===== config.mk =====
export PLATFORM = sky130hd
export DESIGN_NAME = prom_arbiter
export DESIGN_NICKNAME = d
export VERILOG_FILES = /design/src/rtl/prom_arb_pkg.sv /design/src/rtl/prom_rsp_slot.sv /design/src/rtl/prom_arbiter.sv
export SDC_FILE = /design/constraint.sdc
export NUM_CORES = 1
export LEC_CHECK = 0
export CORE_AREA = 10 10 100 80
export CTS_CLUSTER_SIZE = 30
export DETAILED_ROUTE_END_ITERATION = 8
export DIE_AREA = 0 0 110 90
export PLACE_DENSITY = 0.71
export SYNTH_ARGS = -nofsm -noshare
export SYNTH_HDL_FRONTEND = slang
export SYNTH_SLANG_ARGS = --single-unit

===== constraint.sdc =====
create_clock -name clk -period 3.4 [get_ports clk]
set_clock_uncertainty 0.05 [all_clocks]
set_input_delay 0.51 -clock clk [delete_from_list [all_inputs] [get_ports clk]]
set_output_delay 0.51 -clock clk [all_outputs]
set_load 0.03 [all_outputs]

===== src/rtl/prom_arb_pkg.sv =====
// prom_arb_pkg: shared widths, requester IDs and response latency for the program-ROM arbiter
package prom_arb_pkg;
  localparam int ADDR_W_DEF = 11;
  localparam int DATA_W_DEF = 16;
  localparam int RSP_LAT = 2;
  typedef enum logic {REQ_CPU = 1'b0, REQ_DBG = 1'b1} req_id_t;
endpackage


===== src/rtl/prom_rsp_slot.sv =====
// prom_rsp_slot: one registered response holding slot with valid/ready handshake
module prom_rsp_slot #(
  parameter int DATA_W = 16
) (
  input  logic              clk,
  input  logic              reset,
  input  logic              load,
  input  logic [DATA_W-1:0] din,
  input  logic              ready,
  output logic              valid,
  output logic [DATA_W-1:0] data,
  output logic              free
);
  logic              valid_q;
  logic [DATA_W-1:0] data_q;
  always_ff @(posedge clk) begin
    if (reset) begin
      valid_q <= 1'b0;
      data_q  <= '0;
    end else if (load) begin
      valid_q <= 1'b1;
      data_q  <= din;
    end else if (ready) begin
      valid_q <= 1'b0;
    end
  end
  // outputs forced idle during reset, including the first reset cycle
  assign valid = valid_q & ~reset;
  assign data  = reset ? '0 : data_q;
  assign free  = ~valid_q | ready;
endmodule


===== src/rtl/prom_arbiter.sv =====
// prom_arbiter: round-robin arbiter sharing one program ROM between CPU fetch and debug reads
module prom_arbiter
  import prom_arb_pkg::*;
#(
  parameter int ADDR_W = ADDR_W_DEF,
  parameter int DATA_W = DATA_W_DEF
) (
  input  logic              clk,
  input  logic              reset,
  input  logic              req0_valid,
  output logic              req0_ready,
  input  logic [ADDR_W-1:0] req0_addr,
  output logic              rsp0_valid,
  input  logic              rsp0_ready,
  output logic [DATA_W-1:0] rsp0_data,
  input  logic              req1_valid,
  output logic              req1_ready,
  input  logic [ADDR_W-1:0] req1_addr,
  output logic              rsp1_valid,
  input  logic              rsp1_ready,
  output logic [DATA_W-1:0] rsp1_data,
  output logic              rom_ce,
  output logic              rom_oce,
  output logic              rom_reset,
  output logic [ADDR_W-1:0] rom_ad,
  input  logic [DATA_W-1:0] rom_dout
);
  logic [1:0]        inflight;
  req_id_t           last_grant;
  logic [ADDR_W-1:0] ad_q;
  logic              free0, free1, v0, v1, g0, g1;
  // a slot may be refilled in the same cycle it drains
  assign v0 = req0_valid & ~inflight[0] & free0 & ~reset;
  assign v1 = req1_valid & ~inflight[1] & free1 & ~reset;
  assign g0 = v0 & (~v1 | last_grant == REQ_DBG);
  assign g1 = v1 & ~g0;
  assign req0_ready = g0;
  assign req1_ready = g1;
  assign rom_ce    = g0 | g1;
  assign rom_oce   = 1'b1;
  assign rom_reset = reset;
  assign rom_ad    = reset ? '0 : g0 ? req0_addr : g1 ? req1_addr : ad_q;
  always_ff @(posedge clk) begin
    if (reset) begin
      inflight   <= 2'b00;
      last_grant <= REQ_DBG;
      ad_q       <= '0;
    end else begin
      inflight <= {g1, g0};
      if (rom_ce) begin
        last_grant <= g1 ? REQ_DBG : REQ_CPU;
        ad_q       <= rom_ad;
      end
    end
  end
  prom_rsp_slot #(.DATA_W(DATA_W)) u_slot0 (
    .clk(clk), .reset(reset), .load(inflight[0]), .din(rom_dout),
    .ready(rsp0_ready), .valid(rsp0_valid), .data(rsp0_data), .free(free0)
  );
  prom_rsp_slot #(.DATA_W(DATA_W)) u_slot1 (
    .clk(clk), .reset(reset), .load(inflight[1]), .din(rom_dout),
    .ready(rsp1_ready), .valid(rsp1_valid), .data(rsp1_data), .free(free1)
  );
endmodule


* Word-level counts from Yosys, hierarchy flattened *
Cells that the tools add are included.

storage, ports and cells
  register bits after elaboration = 48
  output and inout bits = 50
  bits in writable memories = 0
  memories = 0
  memory bits (read-only) = 0
  logic and storage cells = 40
  input bits = 44
  bits in latches = 0

cells by class
  muxes and demuxes = 10
  reduce and logical (&&, ||, !) cells = 2
  magnitude comparators = 0
  $mul = 0
  div/mod/pow operators = 0
  shift operators = 0
  equality and inequality tests = 0
  bitwise operators = 21
  $add $sub $neg = 0

operators by type and width
  operator            number
  11-bit two-way mux  3
  16-bit two-way mux  2
  1-bit AND           10
  1-bit inverter      7
  1-bit two-way mux   5
  1-bit OR            4
  2-bit nonzero test  2

* Depth between registers and ports, before layout *
Gate-level depths: netlist (run 1).

  word-level depth = 12
  depth in mapped cells = 8
  depth with buffers taken out = 4

* Modules after synthesis *
From an unflattened synthesis (run 1), not the netlist that was laid out.

unflattened totals
  cell total of the unflattened synthesis = 229
  area, all modules = 2,299.7 um^2

modules (own cells, without submodules)
  module         seq. area each (um^2)  area each (um^2)  cells an instance  instances
  prom_rsp_slot  340.3                  728.2             74                 2
  prom_arbiter   280.3                  843.3             81                 1

* Least setup slack after synthesis (run 1) *
No wires, ideal clock.

  kind = input -> output
  start = in rsp0_ready
  end = out req1_ready
  stages = 4
  buffers on the path = 1
  arrival = 1.831 ns
  data required time = 2.840 ns
  path slack = 1.009 ns
  cell sequence = nor2b_1 > nor3b_4 > clkbuf_1 > a211oi_1

on the way
  cells in the longest elaborated chain, start to end = 6

ends and longest elaborated chain
  item                    RTL line             source
  start, declared         prom_arbiter.sv:14   input logic rsp0_ready,
  1-bit OR                prom_rsp_slot.sv:30  assign free = ~valid_q | ready;
  1-bit AND (2 in a row)  prom_arbiter.sv:33   assign v0 = req0_valid & ~inflight[0] & free0 & ~reset;
  1-bit AND               prom_arbiter.sv:35   assign g0 = v0 & (~v1 | last_grant == REQ_DBG);
  1-bit inverter          prom_arbiter.sv:36   assign g1 = v1 & ~g0;
  1-bit AND               prom_arbiter.sv:36
  end, declared           prom_arbiter.sv:17   output logic req1_ready,

No other way between the ends.

* Worst setup path in the final report (run 1) *
  start = in rsp1_ready
  end = out rom_ad[9]

on the way
  cells in the longest elaborated chain, start to end = 11

ends and longest elaborated chain
  item                               RTL line             source
  start, declared                    prom_arbiter.sv:20   input logic rsp1_ready,
  1-bit OR *                         prom_rsp_slot.sv:30
  1-bit AND * (2 in a row)           prom_arbiter.sv:34   assign v1 = req1_valid & ~inflight[1] & free1 & ~reset;
  1-bit inverter                     prom_arbiter.sv:35
  1-bit OR                           prom_arbiter.sv:35
  1-bit AND                          prom_arbiter.sv:35
  1-bit inverter                     prom_arbiter.sv:36
  1-bit AND                          prom_arbiter.sv:36
  11-bit two-way mux                 prom_arbiter.sv:42   assign rom_ad = reset ? '0 : g0 ? req0_addr : g1 ? req1_addr : ad_q;
  11-bit two-way mux * (2 in a row)  prom_arbiter.sv:42
  end, declared                      prom_arbiter.sv:25   output logic [ADDR_W-1:0] rom_ad,

Every way passes the cells marked *; elsewhere a longest branch is shown, timed or not.

==> impl_metrics.csv, run 1 <==
group,metric,value,unit
run_status,status,"finished clean",
sta,finalHoldViolations,0,
pwr,power_density,404,mW/mm^2
cts,post_cts_resized,0,
critical_path,worst-setup-path-type,"primary input to primary output",
critical_path,critPathRequiredTime,2.84,ns
logic_synthesis,synthCells,246,
critical_path,reg2regPathDepth,4,
sta,post-route-period-util,96.8,%
cts,h-tree-depth,2,
pwr,finalPower,0.00139,W
floorplan,die_w,110,microns
final_layout,finish.utilization,56.4,%
final_layout,layout.nets,372,
critical_path,cp_max_fo,23,
detailed_routing,dr_wl_met2,3140,microns
detailed_routing,wl_per_cell,15.6,microns
final_layout,antenna_cells,0,
critical_path,r2r_end,"ad_q[7]$_SDFFE_PP0P_",
detailed_routing,met1Wirelength,2790,microns
detailed_routing,vias_per_cell,4.88,
sta,layout_setup_ws,0.109,ns
global_routing,grt_pass1_vias,1989,
placement,dpl_worst_slack,0.0963,ns
detailed_routing,drt.antenna.violating_nets,0,
sta,rsz0062_at_grt,"false",
placement,place_hpwl,4680,microns
floorplan,dieArea,0.00990,sq mm
floorplan,die_h,90,microns
detailed_routing,first_pass_iters,4,
logic_synthesis,ys_top_cells_by_count,"nor2_1 (49), dfxtp_1 (48), nor2b_1 (35)",
pwr,p_leak,1.28,nW
detailed_routing,vias,2000,
detailed_routing,drc,0,
sta,maxSlewHeadroom,53.6,%
sta,post-route-min-period,3.29,ns
floorplan,io_pins,94,
logic_synthesis,synth_largest_area_cell,"dfxtp_1",
hold_path,hold-path-endpoint,"u_slot1.data_q[10]$_SDFFE_PP0P_",
cts,clk_pin_slew_worst_paths,0.09,ns
cts,cts_made_buffers,5,
logic_synthesis,synth.area.top_cells,"dfxtp_1 (40%), mux2i_1 (13%), nor2b_1 (9.2%)",
cts,clock_sinks,48,
final_layout,drive_gt1_share,11.9,%
final_layout,area_growth_syn_to_layout,44.8,%
sta,tightest_slew,0.696,ns
cts,clock_path_buffers,2,
detailed_routing,drt-total-wl,6380,microns
cts,cts_setup_buffers,0,
pwr,ir_drop,0.000299,V
final_layout,fill_cells,577,
hold_path,hold_path_class,"flop to flop",
hold_path,worstHoldStart,"u_slot1.data_q[10]$_SDFFE_PP0P_",
logic_synthesis,synthFlopType,"dfxtp_1",
hold_path,worstHoldPathCells,2,
floorplan,rows,25,
sta,fin_tns_setup,0,ns
logic_synthesis,netlist_area,0.00237,sq mm
global_routing,overflow,0,
logic_synthesis,synth_edf_count,0,
logic_synthesis,ys_seq_area_share,40.5,%
cts,cts_root_buffer,"clkbuf_8",
logic_synthesis,ys_seq_elements,48,
detailed_routing,drtIter0Drc,46,
floorplan,initial_core_util,38.9,%
cts,hold_buffers,0,
global_routing,grt_pass1_wl,10200,microns
critical_path,cp-start-kind,"primary input",
sta,setup_viol,0,
cts,clkLatencyLatePin,0.29,ns
global_routing,grt_antenna_before_repair,0,
placement,gp_congestion,0.739,
placement,place_inst,402,
logic_synthesis,synthArstFlopShare,0,%
critical_path,r2r_slack,1.79,ns
detailed_routing,dr.max_layer_used,"met4",
placement,io_buffer_count,92,
logic_synthesis,synth_top_area_share,40.5,%
global_routing,grt_max_degree,37,
detailed_routing,met3WireLength,419,microns
final_layout,stdcell_count,410,
cts,cts_tree,"done",
logic_synthesis,synth_most_common_cell,"nor2_1",
floorplan,core,0.00610,sq mm
critical_path,worstPathArrival,2.73,ns
logic_synthesis,syn_nets,290,
critical_path,critPathCaptureType,"primary output",
logic_synthesis,synth-warning-count,0,
sta,clock.fmax,304,MHz
global_routing,grt_use_total,12.4,%
sta,slew_violations,0,
flow_run,drv_cap,0,
logic_synthesis,synth_cell_types,24,
logic_synthesis,synth.avg_cell_area,9.65,sq um
critical_path,r2r-start,"inflight[1]$_SDFF_PP0_",
==> cell type report <==
class                      instances  area [sq um]  share of cell area, %
sequential                        48           961                   27.9
multi-input combinational        173          1280                   37.1
tap                               81           101                   2.95
clock buffer                       6          72.6                   2.11
inverter                           1          3.75                  0.109
timing repair buffer              99           988                   28.7
clock inverter                     2          35.0                   1.02
==> power breakdown <==
group	internal, W	total (W)	switching (W)
clock network	0.000219	0.000402	0.000184
logic	0.000187	0.000368	0.000181
registers	0.000599	0.000618	0.0000199
==> critical path: stages <==
cell and delay (ns):
clkdlybuf4s50_1 0.45, nand2b_1 0.15, and2_4 0.37, mux2_2 0.39, o221a_2 0.25, clkdlybuf4s50_1 0.61
==> layer usage <==
layer | up-vias | track usage [%]
li1 | 1013 | -
met1 | 943 | 15.3
met2 | 42 | 20.5
met3 | 2 | 4.14
met4 | 0 | 2.27
met5 | - | 0
==> metrics by stage <==
stage	hold WS (ns)	area (sq um)
2_1_floorplan	0.402	2370
3_3_place_gp	0.415	3330
3_5_place_dp	0.427	3330
4_1_cts	0.451	3440
5_1_grt	0.472	3440
6_report	0.445	3440
==> sequential cells by signal, summed over array words and instances, names as in the netlist <==
signal	count
last_grant	1
u_slot0.valid_q	1
ad_q	11
u_slot1.data_q	16
inflight	2
u_slot1.valid_q	1
u_slot0.data_q	16
==> cells by family (layout without fill, tap and decap cells) <==
kind of cell	after synthesis	after routing	share of synthesized area, %
and+or+nand+nor	90	90	19.4
DFF	48	48	40.5
muxes	43	43	19.8
AOI/OAI and AO/OA	39	39	14.4
buffers and inverters	25	108	5.80
other	1	1	0.158
==> how the worst max path moves through the flow <==
stage,endpoint,start
2_1_floorplan,req1_ready,rsp0_ready
3_3_place_gp,rom_ad[9],rsp1_ready
3_5_place_dp,rom_ad[9],rsp1_ready
4_1_cts,rom_ad[9],rsp1_ready
6_report,rom_ad[9],rsp1_ready
5_1_grt,rom_ad[9],rsp1_ready
==> cells in the final DEF (no fill, tap or decap) <==
cell	Yosys	layout
nor2b_4	1	1
nor2b_1	35	35
buf_12	0	2
clkbuf_8	0	5
dfxtp_1	48	48
buf_4	2	7
mux2i_1	32	32
mux2_2	4	4
and2_4	1	1
a211oi_1	2	2
clkdlybuf4s50_1	0	89
nor2_1	49	49
mux2_4	7	7
clkinv_2	0	1
buf_2	5	1
or2_1	1	1
conb_1	1	1
inv_1	1	1
nor3b_4	1	1
nand2b_1	1	1
nand2_1	1	1
clkbuf_1	10	1
o221a_1	15	15
o21ai_2	1	1
o221a_2	7	7
a21oi_1	14	14
bufinv_16	0	1
No activity file was read; power rests on OpenSTA's default activity.
==> run 2: changes to the inputs <==
--- a/config.mk
+++ b/config.mk
@@ -5,11 +5,10 @@
 export SDC_FILE = /design/constraint.sdc
 export NUM_CORES = 1
 export LEC_CHECK = 0
-export CORE_AREA = 10 10 100 80
-export CTS_CLUSTER_SIZE = 30
+export CORE_AREA = 10 10 77 105
 export DETAILED_ROUTE_END_ITERATION = 8
-export DIE_AREA = 0 0 110 90
-export PLACE_DENSITY = 0.71
+export DIE_AREA = 0 0 87 115
+export PLACE_DENSITY = 0.69
 export SYNTH_ARGS = -nofsm -noshare
 export SYNTH_HDL_FRONTEND = slang
 export SYNTH_SLANG_ARGS = --single-unit
==> run 2 against run 1 <==
First-iteration DRC count up 22%; clock power about the same; final cell count down 2.0%; die area up 1.1%; design area down 0.11%; non-clock buffer count up 1; setup slack better by 0.026 ns; critical path depth unchanged; via count down 1.4%; register-to-register slack about the same; sequential share of layout area about the same; clock-buffer cell count unchanged.
==> impl_metrics.csv, run 2 (synthesized netlist as in run 1, its figures left out) <==
group,metric,value,unit
run_status,status,"finished clean",
hold_path,hold_path_class,"flop to flop",
global_routing,grt_pass1_wl,10400,microns
pwr,p_leak,1.29,nW
placement,gp_congestion,0.743,
final_layout,antenna_cells,0,
detailed_routing,drt.antenna.violating_nets,0,
critical_path,reg2regPathDepth,4,
global_routing,overflow,0,
placement,place_inst,394,
cts,clkLatencyLatePin,0.29,ns
cts,clk_pin_slew_worst_paths,0.08,ns
pwr,switchingPower,0.000381,W
hold_path,hold-path-endpoint,"u_slot1.data_q[5]$_SDFFE_PP0P_",
placement,placed_area,0.00333,sq mm
floorplan,die_h,115,microns
critical_path,worstPathArrival,2.70,ns
cts,hold_buffers,0,
detailed_routing,drtIter0Drc,56,
detailed_routing,vias_per_cell,4.91,
sta,tightest_slew,0.612,ns
final_layout,final_common_cell,"clkdlybuf4s50_1",
hold_path,worstHoldStart,"u_slot1.data_q[5]$_SDFFE_PP0P_",
final_layout,stdcell_count,402,
final_layout,layout.nets,373,
final_layout,area_growth_syn_to_layout,44.6,%
global_routing,grt_max_degree,41,
cts,clock_path_buffers,2,
pwr,power_density,403,mW/mm^2
detailed_routing,vias,1972,
critical_path,cp-start-kind,"primary input",
pwr,ir_drop,0.000275,V
floorplan,die_w,87,microns
pwr,switching_share,27.5,%
cts,cts_setup_buffers,0,
final_layout,reg_top3,"u_slot0.data_q x16, u_slot1.data_q x16, ad_q x11",
detailed_routing,wl_per_cell,15.7,microns
global_routing,grt_antenna_before_repair,0,
sta,setup_viol,0,
sta,fin_tns_setup,0,ns
pwr,finalPower,0.00139,W
floorplan,dieArea,0.0100,sq mm
final_layout,final_cell_mix,"clkdlybuf4s50_1 (89), nor2_1 (49), dfxtp_1 (48)",
detailed_routing,first_pass_iters,6,
sta,maxSlewHeadroom,59.2,%
pwr,pwr-share-comb,26.5,%
detailed_routing,drc,0,
cts,cts_made_buffers,5,
critical_path,r2r-start,"inflight[1]$_SDFF_PP0_",
detailed_routing,drt-total-wl,6310,microns
cts,post_cts_resized,0,
sta,rsz0062_at_grt,"false",
sta,clock.fmax,306,MHz
critical_path,r2r_end,"ad_q[9]$_SDFFE_PP0P_",
global_routing,grt_pass1_vias,2109,
floorplan,io_pins,94,
pwr,clkPwrFrac,29.0,%
critical_path,critPathCaptureType,"primary output",
sta,slew_violations,0,
cts,cts_root_buffer,"clkbuf_8",
cts,cts_tree,"done",
critical_path,critPathRequiredTime,2.84,ns
pwr,seq_power_share,44.6,%
placement,io_buffer_count,92,
final_layout,drive_gt1_share,12.1,%
cts,h-tree-depth,2,
pwr,p_int,0.00100,W
critical_path,cp-startpoint,"rsp1_ready",
global_routing,grt_use_total,12.5,%
final_layout,fill_cells,563,
critical_path,cp_max_fo,23,
cts,clock_sinks,48,
critical_path,worst-setup-path-type,"primary input to primary output",
floorplan,rows,34,
sta,finalHoldViolations,0,
placement,place_hpwl,4600,microns
final_layout,fin_area,0.00343,sq mm
hold_path,worstHoldPathCells,2,
critical_path,r2r_slack,1.79,ns
floorplan,initial_core_util,38.5,%
sta,post-route-min-period,3.26,ns
floorplan,core,0.00617,sq mm
sta,post-route-period-util,96.0,%
flow_run,drv_cap,0,
run 2: critical path, stage by stage:
cell and delay (ns):
clkdlybuf4s50_1 0.44, nand2b_1 0.16, and2_4 0.36, mux2_2 0.39
o221a_2 0.24, clkdlybuf4s50_1 0.59
run 2: layout make-up:
cell class	count	area [sq um]	area share, %
multi-input cells	173	1280	37.2
repair buffers	100	996	29.0
flip-flops and latches	48	961	28.0
well taps	72	90.1	2.62
clock buffers	6	72.6	2.11
clock inverters	2	35.0	1.02
inverters	1	3.75	0.109
run 2: worst max-delay path by stage:
stage	end
floorplan	req1_ready
global placement	rom_ad[9]
detailed placement	rom_ad[9]
CTS	rom_ad[9]
global route	rom_ad[10]
finish	rom_ad[9]
run 2: routing by layer:
metal	up-vias	part of all wire, %	global-route usage [%]
li1	1010	-	-
met1	883	42	13.7
met2	74	45	20.2
met3	5	12	7.29
met4	0	0.71	3.25
met5	-	0	0
run 2: stage by stage:
stage          hold WS [ns]  util, %  setup WS [ns]
2_1_floorplan         0.402        -           1.01
3_3_place_gp          0.415     53.9          0.143
3_5_place_dp          0.424     53.9          0.129
4_1_cts               0.446     55.7          0.133
5_1_grt               0.470     55.7         0.0341
6_report              0.444     55.7          0.135
run 2: power by group through the flow:
stage	Sequential, W	Combinational, W	Clock (W)
after floorplan	0.000620	0.000239	0
after global placement	0.000629	0.000366	0
after detailed placement	0.000631	0.000369	0
after CTS	0.000618	0.000371	0.000420
after global routing	0.000623	0.000399	0.000434
final	0.000617	0.000367	0.000401
